===== src/rtl/intc_pkg.sv =====
// Shared definitions for the interrupt sequencer; the state encoding is also
// consumed by the fetch-stage PC mux select.
package intc_pkg;

  typedef enum logic [2:0] {
    IDLE     = 3'd0,
    DRAIN    = 3'd1,
    PUSH_PC  = 3'd2,
    PUSH_CCR = 3'd3,
    REDIRECT = 3'd4,
    SERVICE  = 3'd5
  } intc_state_t;

  localparam logic [31:0] INTC_DEFAULT_VECTOR = 32'h0000_0000;

endpackage


===== src/rtl/intc_edge_sync.sv =====
// Two-flop synchronizer plus rising-edge detect for the external interrupt line.
// Compiled only when INTC_SYNC_EN is defined.
`ifdef INTC_SYNC_EN
module intc_edge_sync (
  input  logic clk,
  input  logic reset,
  input  logic level,
  output logic rise
);

  logic meta;
  logic sync;
  logic sync_q;

  always_ff @(posedge clk or negedge reset) begin
    if (!reset) begin
      meta   <= 1'b0;
      sync   <= 1'b0;
      sync_q <= 1'b0;
    end else begin
      meta   <= level;
      sync   <= meta;
      sync_q <= sync;
    end
  end

  // A held level yields exactly one request.
  assign rise = sync & ~sync_q;

endmodule
`endif


===== src/rtl/interrupt_sequencer.sv =====
// Interrupt entry/exit sequencer: drain, push return PC and CCR, redirect to vector, mask until RTI.
// Define INTC_SYNC_EN when int_in is asynchronous to clk (adds synchronizer and edge detect).
module interrupt_sequencer
  import intc_pkg::*;
#(
  parameter int              PC_W         = 32,
  parameter logic [PC_W-1:0] VECTOR_ADDR  = PC_W'(INTC_DEFAULT_VECTOR),
  parameter int              DRAIN_CYCLES = 4
) (
  input  logic            clk,
  input  logic            reset,
  input  logic            int_in,
  input  logic [PC_W-1:0] ret_pc,
  input  logic            br_taken,
  input  logic [PC_W-1:0] br_target,
  input  logic            push_ack,
  input  logic            rti_done,
  output logic            freeze_fetch,
  output logic            push_pc,
  output logic            push_ccr,
  output logic [PC_W-1:0] save_pc,
  output logic            pc_load,
  output logic [PC_W-1:0] pc_vector,
  output logic            in_service
);

  localparam int CNT_W = (DRAIN_CYCLES > 0) ? $clog2(DRAIN_CYCLES + 1) : 1;
  localparam logic [CNT_W-1:0] CNT_RELOAD = CNT_W'(DRAIN_CYCLES - 1);

  if (DRAIN_CYCLES < 1) begin : g_bad_drain
    $error("interrupt_sequencer: DRAIN_CYCLES must be at least 1");
  end

  logic req;

`ifdef INTC_SYNC_EN
  intc_edge_sync u_edge_sync (
    .clk   (clk),
    .reset (reset),
    .level (int_in),
    .rise  (req)
  );
`else
  assign req = int_in;
`endif

  intc_state_t     state;
  intc_state_t     state_next;
  logic [CNT_W-1:0] cnt;
  logic [CNT_W-1:0] cnt_next;
  logic            pending;
  logic            pending_next;
  logic [PC_W-1:0] save_next;

  always_ff @(posedge clk or negedge reset) begin
    if (!reset) begin
      state   <= IDLE;
      cnt     <= '0;
      pending <= 1'b0;
      save_pc <= '0;
    end else begin
      state   <= state_next;
      cnt     <= cnt_next;
      pending <= pending_next;
      save_pc <= save_next;
    end
  end

  // Requests arriving while busy coalesce into the one-deep pending flag.
  always_comb begin
    state_next   = state;
    cnt_next     = cnt;
    pending_next = pending | req;
    save_next    = save_pc;
    freeze_fetch = 1'b0;
    push_pc      = 1'b0;
    push_ccr     = 1'b0;
    pc_load      = 1'b0;
    in_service   = 1'b0;
    case (state)
      IDLE: begin
        if (req || pending) begin
          state_next   = DRAIN;
          save_next    = ret_pc;
          cnt_next     = CNT_RELOAD;
          pending_next = 1'b0;
        end
      end
      DRAIN: begin
        freeze_fetch = 1'b1;
        // A taken branch makes the captured return address wrong-path; restart the drain.
        if (br_taken) begin
          save_next = br_target;
          cnt_next  = CNT_RELOAD;
        end else if (cnt == '0) begin
          state_next = PUSH_PC;
        end else begin
          cnt_next = cnt - CNT_W'(1);
        end
      end
      PUSH_PC: begin
        freeze_fetch = 1'b1;
        push_pc      = 1'b1;
        if (push_ack) state_next = PUSH_CCR;
      end
      PUSH_CCR: begin
        freeze_fetch = 1'b1;
        push_ccr     = 1'b1;
        if (push_ack) state_next = REDIRECT;
      end
      REDIRECT: begin
        pc_load    = 1'b1;
        state_next = SERVICE;
      end
      SERVICE: begin
        in_service = 1'b1;
        if (rti_done) state_next = IDLE;
      end
      default: state_next = IDLE;
    endcase
  end

  assign pc_vector = VECTOR_ADDR;

endmodule


===== config.mk =====
export PLATFORM = sky130hd
export DESIGN_NAME = interrupt_sequencer
export DESIGN_NICKNAME = d
export VERILOG_FILES = /design/src/rtl/intc_pkg.sv /design/src/rtl/intc_edge_sync.sv /design/src/rtl/interrupt_sequencer.sv
export SDC_FILE = /design/constraint.sdc
export NUM_CORES = 1
export LEC_CHECK = 0
export CORE_ASPECT_RATIO = 0.8
export CORE_UTILIZATION = 39
export CTS_CLUSTER_DIAMETER = 120
export CTS_CLUSTER_SIZE = 28
export DETAILED_ROUTE_END_ITERATION = 16
export PLACE_DENSITY = 0.82
export SYNTH_ARGS = -nofsm -noshare
export SYNTH_HDL_FRONTEND = slang
export SYNTH_SLANG_ARGS = --single-unit

===== constraint.sdc =====
create_clock -name clk -period 2.9 [get_ports clk]
set_input_delay 0.29 -clock clk [delete_from_list [all_inputs] [get_ports clk]]
set_output_delay 0.29 -clock clk [all_outputs]
set_load 0.005 [all_outputs]

---- Yosys cells after proc, flatten, opt, wreduce, memory -nomap -nowiden ----
Index checks and enable logic that the tools add are counted.
storage, ports and cells
  flip-flop bits (word level) ............. 39
  bits of input ports ..................... 70
  output and inout bits ................... 69
  word-level logic and storage cells ...... 48
operators by class
  add/sub/neg operators ................... 1
  eq/ne operators ......................... 13
  muxes and demuxes ....................... 21
  bitwise gates (word level) .............. 1
  reduce and logical (&&, ||, !) cells .... 8
operators with widths
  cell                   number
  $mux W32               2
  $pmux W32 S2           1
  $mux W3                9
  $pmux W3 S6            1
  $ne A2 B2 Y1 const B   7
  $mux W1                7
  $eq A3 B2 Y1 const B   2
  $eq A3 B3 Y1 const B   2
  $logic_not A3 Y1       2
  $pmux W3 S2            1
  $reduce_and A3 Y1      2
  $reduce_and A6 Y1      1
  $eq A3 B1 Y1 const B   1
  $ne A3 B3 Y1 const B   1
  $reduce_or A3 Y1       1
  $sub A3 B1 Y3 const B  1
  $reduce_bool A2 Y1     1
  $logic_or A1 B1 Y1     1
  $or A1 B1 Y1           1

---- Longest topological paths before layout ----
Gate-level depths: netlist (run 1).
  depth after elaboration ................. 4
  depth in mapped cells ................... 6
  mapped depth without buffers ............ 6

---- Least setup slack after synthesis (run 1) ----
Ideal clock, no wire load.
  path type ............................... flip-flop to flip-flop
  start point ............................. reg cnt[0]
  end point ............................... reg cnt[0]
  library setup time ...................... 0.121 ns
  arrival time ............................ 1.271 ns
  required time ........................... 2.779 ns
  setup slack ............................. 1.508 ns
  cell stages (with the launch flop) ...... 7
  path buffers ............................ 0
  period minus slack after synthesis ...... 1.392 ns
  path through ............................ dfrtp_1 inv_1 ha_1 ha_1 nor4b_1 a21oi_1 o22a_1
between the ends
  word-level cells in the longest chain between the ends .. 4
  elaborated cells between the ends (all ways) .. 7
  those cells by class .................... add/sub (1); eq/ne (1); mux (3); reduce/logical (2)
ends and longest elaborated chain
  element                 line                       text
  start, declared         interrupt_sequencer.sv:49  logic [CNT_W-1:0] cnt;
  start signal, assigned  interrupt_sequencer.sv:63  cnt <= cnt_next;
  $sub A3 B1 Y3           interrupt_sequencer.sv:98  cnt_next = cnt - CNT_W'(1);
  $mux W3                 interrupt_sequencer.sv:95  end else if (cnt == '0) begin
  $mux W3                 interrupt_sequencer.sv:92  if (br_taken) begin
  $pmux W3 S2             interrupt_sequencer.sv:80  case (state)
Several ways; a longest one is shown, not always the timed one. The select of a mux whose other input is x is not followed.
A chain may end at the register's enable or synchronous reset.

---- Worst setup path after layout (run 1) ----
  start point ............................. reg state[1]
  end point ............................... out push_ccr
between the ends
  word-level cells in the longest chain between the ends .. 2
ends and longest elaborated chain
  element                 line                       text
  start, declared         interrupt_sequencer.sv:47  intc_state_t state;
  start signal, assigned  interrupt_sequencer.sv:62  state <= state_next;
  $eq A3 B2 Y1            interrupt_sequencer.sv:80
  $mux W1                 interrupt_sequencer.sv:80
  end, declared           interrupt_sequencer.sv:20  output logic push_ccr,
No other way between the ends.

==> results of run 1 <==
[kinds of logic after synthesis]
kind of cell	after synthesis	synth area share
other cells	1	0.00175
compound gates	43	0.201
buf+inv	48	0.144
fa+ha+maj	2	0.0116
xor+xnor	1	0.00408
simple gates	62	0.183
flops	39	0.454
[state kept, by name (all words and copies together) (netlist names)]
name and flops:
state 3, save_pc 32, pending 1, cnt 3
[per-layer routing]
metal | up-vias | wire length (µm) | share of wire | track usage
met5 | - | 0 | 0 | 0
met4 | 0 | 43 | 0.0080 | 0.0636
met3 | 4 | 478 | 0.089 | 0.0519
met2 | 87 | 2530 | 0.47 | 0.313
met1 | 846 | 2310 | 0.43 | 0.248
li1 | 854 | - | - | -
[area by class of cell]
class,instances,area share
clock buffer,6,0.0254
clock inverter,2,0.0108
inverter,4,0.00461
multi-input combinational,140,0.302
sequential,39,0.300
tap,62,0.0238
timing repair buffer,110,0.334
[synth_stat cells, drive strengths merged]
| master | n | area share |
|---|---|---|
| a2111oi | 1 | 0.0041 |
| a21oi | 3 | 0.0070 |
| a311o | 1 | 0.0047 |
| and2 | 1 | 0.0029 |
| and4bb | 1 | 0.0058 |
| buf | 41 | 0.13 |
| clkbuf | 3 | 0.0052 |
| conb | 1 | 0.0017 |
| dfrtp | 39 | 0.45 |
| ha | 2 | 0.012 |
| inv | 4 | 0.0070 |
| nand2 | 2 | 0.0035 |
| nand2b | 35 | 0.10 |
| nand3b | 1 | 0.0035 |
| nor2 | 9 | 0.016 |
| nor2b | 3 | 0.0087 |
| nor3 | 4 | 0.012 |
| nor3b | 1 | 0.0035 |
| nor4 | 2 | 0.013 |
| nor4b | 2 | 0.0082 |
| nor4bb | 1 | 0.0047 |
| o21a | 1 | 0.0035 |
| o21ai | 3 | 0.0070 |
| o221a | 32 | 0.17 |
| o22a | 1 | 0.0041 |
| o22ai | 1 | 0.0029 |
| xnor2 | 1 | 0.0041 |
[cell usage in the layout, fill, tap and decap left out, types with 2 or more instances in the layout]
master / instances
nand2b_1: 35
nand2_1: 2
o221a_1: 2
dfrtp_1: 39
nor3_1: 3
a21oi_1: 3
o221a_2: 30
ha_1: 2
inv_1: 4
nor2_1: 9
nor4b_1: 2
clkbuf_8: 6
clkdlybuf4s50_1: 105
conb_1: 32
nor2b_1: 3
buf_4: 4
[power groups by stage]
stage	clock [mW]	sequential, mW	combinational, mW
finish	0.466	0.988	1.41
detailed placement	0	0.993	1.43
floorplan	0	0.967	0.748
global placement	0	0.989	1.38
global route	0.513	1.03	1.54
CTS	0.485	0.988	1.43
[worst min-delay path by stage]
| stage | to | slack (ns) | cells past startpoint | from |
|---|---|---|---|---|
| floorplan | cnt[0] | -0.006 | 0 | reset |
| global placement | save_pc[30] | 0.45 | 1 | reset |
| global route | save_pc[30] | 0.17 | 1 | reset |
| CTS | save_pc[5] | 0.13 | 1 | reset |
| finish | save_pc[30] | 0.11 | 1 | reset |
| detailed placement | save_pc[5] | 0.46 | 1 | reset |
[per-stage QoR]
| stage | hold WS [ns] | std cells | cell area (µm²) | total power [mW] | setup slack, ns |
|---|---|---|---|---|---|
| floorplan | -0.00559 | 227 | 2260 | 1.72 | 1.51 |
| global placement | 0.449 | 355 | 3140 | 2.37 | 0.895 |
| detailed placement | 0.462 | 355 | 3140 | 2.42 | 0.853 |
| CTS | 0.128 | 363 | 3250 | 2.90 | 0.823 |
| global route | 0.167 | 363 | 3250 | 3.08 | 0.680 |
| finish | 0.113 | 363 | 3250 | 2.86 | 0.842 |
==> results.sh, run 1 <==
export IMPL_status="complete, but fails checks"
export IMPL_violations="DRC"
export IMPL_reg2reg_to="save_pc[21]"
export IMPL_p_seq_frac=0.345
export IMPL_diodes=0
export IMPL_finalSetupViolCount=0
export IMPL_grt_antenna_before_repair=0
export IMPL_multi_input_area_um2=982
export IMPL_tns_ns=0
export IMPL_routabilityCongestion=0.788
export IMPL_cp_endpoint="push_ccr"
export IMPL_worstSetupStartpointType="flip-flop"
export IMPL_wirelength_um=5360
export IMPL_r2r_cells=4
export IMPL_cp_required_ns=2.61
export IMPL_filler_cell_count=446
export IMPL_syn_inst=196
export IMPL_grt_max_degree=40
export IMPL_crit_chain="nand2b_1 > nor2_1 > clkdlybuf4s50_1"
export IMPL_hold_viol_final=0
export IMPL_crit_cells=3
export IMPL_yosys_cell_types_count=33
export IMPL_cts_max_path_buffers=2
export IMPL_drv_slew=0
export IMPL_wire_per_inst_um=14.8
export IMPL_cp_startpoint="state[1]"
export IMPL_grt_total_usage=0.191
export IMPL_antenna_left=0
export IMPL_switchingPower_mw=0.900
export IMPL_crit_arrival_ns=1.77
export IMPL_die_h_um=68.4
export IMPL_viasPerCell=4.93
export IMPL_ys_ff_latch=39
export IMPL_yosysWarnings=0
export IMPL_nets=372
export IMPL_p_int_mw=1.96
export IMPL_drive_above_1_share=0.153
export IMPL_seq_area_frac_synth=0.454
export IMPL_port_buffers=106
export IMPL_finClkSkew_ns=0.00416
export IMPL_start_util=0.417
export IMPL_hold_class="in -> async"
export IMPL_grt_pass1_vias=1692
export IMPL_synth_area_mm2=0.00215
export IMPL_r2r_start="state[1]"
export IMPL_dr_total_vias=1791
export IMPL_tightest_slew_ns=0.869
export IMPL_critPathTopFamily="flip-flops"
export IMPL_cts_sinks=39
export IMPL_core_area_mm2=0.00515
export IMPL_final_core_util=0.632
export IMPL_rsz0062_at_grt="false"
export IMPL_cp_end_kind="output port"
export IMPL_power_density_mw_per_mm2=879
export IMPL_rrSetupSlack_ns=1.05
export IMPL_syn_area_per_cell_um2=11.0
export IMPL_clk_latency_ns=0.29
export IMPL_worstSetupPathType="reg -> out"
export IMPL_clock_fmax_mhz=486
export IMPL_seq_area_um2=976
export IMPL_grt_overflow=0
export IMPL_p_leak_nw=1.32
export IMPL_drt_pass1_iter_count=12
export IMPL_p_comb_frac=0.492
export IMPL_postCtsSetupBuffers=0
export IMPL_crit_fanout=15
export IMPL_cts_hold_buf=0
export IMPL_crit_buf_inv=1
export IMPL_drc=10
export IMPL_pwr_share_clk=0.163
export IMPL_critPathSlowestCell="dfrtp_1"
export IMPL_tritoncts="built"
export IMPL_period_needed_ns=2.06
export IMPL_relSlewSlack=0.421
export IMPL_maxCapViolCount=0
export IMPL_fin_crit_sh=0.710
export IMPL_design_portCount=139
export IMPL_p_sw_frac=0.315
export IMPL_peakVddDrop_mv=0.438
export IMPL_dieArea_mm2=0.00581
export IMPL_cts_buffers=5
export IMPL_dp_hpwl_um=3970
export IMPL_cts_root_buf="clkbuf_8"
export IMPL_rows=23
export IMPL_area_growth_pct=51.5
export IMPL_htree_levels=2
export IMPL_path_clk_slew_ns=0.08
export IMPL_first_iter_violations=78
export IMPL_grt_pass1_wl_um=8430
export IMPL_cpPeakStageDelay_ns=0.65
export IMPL_cts_resized=0
export IMPL_die_w_um=85.0
Power figures use the tool's default switching activity.
==> run 2, diff against run 1 <==
--- a/config.mk
+++ b/config.mk
@@ -6,11 +6,11 @@
 export NUM_CORES = 1
 export LEC_CHECK = 0
 export CORE_ASPECT_RATIO = 0.8
-export CORE_UTILIZATION = 39
+export CORE_UTILIZATION = 33
 export CTS_CLUSTER_DIAMETER = 120
 export CTS_CLUSTER_SIZE = 28
 export DETAILED_ROUTE_END_ITERATION = 16
-export PLACE_DENSITY = 0.82
+export PLACE_DENSITY = 0.73
 export SYNTH_ARGS = -nofsm -noshare
 export SYNTH_HDL_FRONTEND = slang
 export SYNTH_SLANG_ARGS = --single-unit
==> constraint.sdc (replaced) <==
create_clock -name clk -period 1.83 [get_ports clk]
set_input_delay 0.183 -clock clk [delete_from_list [all_inputs] [get_ports clk]]
set_output_delay 0.183 -clock clk [all_outputs]
set_load 0.005 [all_outputs]
==> run 2 against run 1 <==
Compared with the run above: total power is 62% higher; worst setup slack got worse by 0.71 ns; clock power up 46%; sequential cell count unchanged; highest routed layer unchanged; critical path depth did not move; hold slack gained 0.37 ns; the run now ends clean; count of clock-buffer cells in the layout stayed put; cell count rose by 8.0%.
==> results.sh, run 2 (same netlist as run 1, synthesis figures left out) <==
export IMPL_crit_arrival_ns=1.52
export IMPL_maxCapViolCount=0
export IMPL_grt_total_usage=0.156
export IMPL_tightest_slew_ns=0.504
export IMPL_design_portCount=139
export IMPL_drive_above_1_share=0.183
export IMPL_rsz0062_at_grt="false"
export IMPL_dp_hpwl_um=3850
export IMPL_final_cells=392
export IMPL_cp_end_kind="output port"
export IMPL_htree_levels=2
export IMPL_cts_root_buf="clkbuf_8"
export IMPL_grt_antenna_before_repair=0
export IMPL_cp_required_ns=1.65
export IMPL_worst_slack_ns=0.131
export IMPL_cts_buffers=5
export IMPL_regMostFlops="save_pc"
export IMPL_total_power_mw=4.63
export IMPL_wire_per_inst_um=14.0
export IMPL_nets=383
export IMPL_largestRegisters="save_pc: 32 flops, cnt: 3 flops, state: 3 flops"
export IMPL_final_common_cell="clkdlybuf4s50_1"
export IMPL_multi_input_area_um2=982
export IMPL_period_needed_ns=1.70
export IMPL_largest_register_ffs=32
export IMPL_antenna_left=0
export IMPL_grt_pass1_wl_um=8250
export IMPL_finalSetupViolCount=0
export IMPL_grt_pass1_vias=1644
export IMPL_clock_fmax_mhz=589
export IMPL_drc=0
export IMPL_final_core_util=0.553
export IMPL_cts_sinks=39
export IMPL_clk_latency_ns=0.28
export IMPL_seq_area_um2=980
export IMPL_finClkSkew_ns=0.00418
export IMPL_dieArea_mm2=0.00684
export IMPL_final_cell_mix="105 x clkdlybuf4s50_1, 36 x dfrtp_1, 35 x nand2b_1"
export IMPL_drv_slew=0
export IMPL_tns_ns=0
export IMPL_area_growth_pct=57.1
export IMPL_rows=25
export IMPL_viasPerCell=4.69
export IMPL_cts_max_path_buffers=2
export IMPL_status="finished clean"
export IMPL_tritoncts="built"
export IMPL_fin_crit_sh=0.928
export IMPL_worstSetupPathType="reg -> out"
export IMPL_placedCellCount=377
export IMPL_start_util=0.352
export IMPL_first_iter_violations=65
export IMPL_port_buffers=106
export IMPL_post_place_ws_ns=0.191
export IMPL_relSlewSlack=0.664
export IMPL_die_h_um=74.2
export IMPL_diodes=0
export IMPL_worstSetupStartpointType="flip-flop"
export IMPL_hold_viol_final=0
export IMPL_path_clk_slew_ns=0.07
export IMPL_core_area_mm2=0.00610
export IMPL_dr_total_vias=1839
export IMPL_placed_area_mm2=0.00321
export IMPL_power_density_mw_per_mm2=1370
export IMPL_grt_max_degree=40
export IMPL_hold_class="in -> async"
export IMPL_wirelength_um=5490
export IMPL_die_w_um=92.2
export IMPL_filler_cell_count=548
export IMPL_drt_pass1_iter_count=4
export IMPL_routabilityCongestion=0.707
export IMPL_grt_overflow=0
export IMPL_design_area_mm2=0.00337
export IMPL_p_leak_nw=1.37
export IMPL_crit_fanout=5
export IMPL_whs_ns=0.485
export IMPL_peakVddDrop_mv=0.833
run 2: changes by cell type in the layout (fill, tap and decap cells not counted), sizes merged:
cell | previous run | this run
buf | 5 | 14
clkbuf | 6 | 7
clkinv | 1 | 0
dlygate4sd3 | 0 | 1
run 2: final timing paths:
path                          start     endpoint  slack (ns)  depth (start not counted)
setup / recovery           state[2]      push_pc        0.13                          3
hold / removal                reset  save_pc[12]        0.48                          3
setup reg to reg           state[0]  save_pc[18]        0.23                          5
hold reg to reg              cnt[1]       cnt[1]        0.53                          1
max in group asynchronous     reset     state[0]        0.97                          3
min in group clk             cnt[1]       cnt[1]        0.53                          1
run 2: layout make-up:
type / count / area share
Tap cell: 81 / 0.0300
Clock inverter: 1 / 0.00890
Clock buffer: 6 / 0.0215
Timing Repair Buffer: 121 / 0.354
Sequential cell: 39 / 0.290
Multi-Input combinational cell: 140 / 0.291
Inverter: 4 / 0.00445
run 2: per-layer routing:
metal / part of all wire / vias to the layer above / GRT usage
li1: - / 876 / -
met1: 0.46 / 865 / 0.221
met2: 0.44 / 96 / 0.237
met3: 0.095 / 2 / 0.0481
met4: 0.0029 / 0 / 0.0260
met5: 0 / - / 0
run 2: power breakdown:
group	internal, mW	switching, mW
logic	1.53	0.889
registers	1.27	0.255
clock network	0.400	0.281
run 2: what timing repair did:
action                                 4_1_cts  5_1_grt
hold buffers                                 1        0
setup endpoints to repair                    4        5
gates resized for setup                      2        1
buffers inserted                             0        7
endpoints found under the hold margin       39        0
run 2: critical path, cell delays in order, from the launching register on:
cell	delay, ns
dfrtp_2	0.44
nand2b_1	0.20
nor2_1	0.10
clkdlybuf4s50_1	0.50
==> run 3, diff against run 2 <==
--- a/config.mk
+++ b/config.mk
@@ -7,9 +7,9 @@
 export LEC_CHECK = 0
 export CORE_ASPECT_RATIO = 0.8
 export CORE_UTILIZATION = 33
-export CTS_CLUSTER_DIAMETER = 120
 export CTS_CLUSTER_SIZE = 28
 export DETAILED_ROUTE_END_ITERATION = 16
+export GPL_TIMING_DRIVEN = 1
 export PLACE_DENSITY = 0.73
 export SYNTH_ARGS = -nofsm -noshare
 export SYNTH_HDL_FRONTEND = slang
==> results of run 3 <==
Final layout, timing and power as in run 2 (identical DEF).
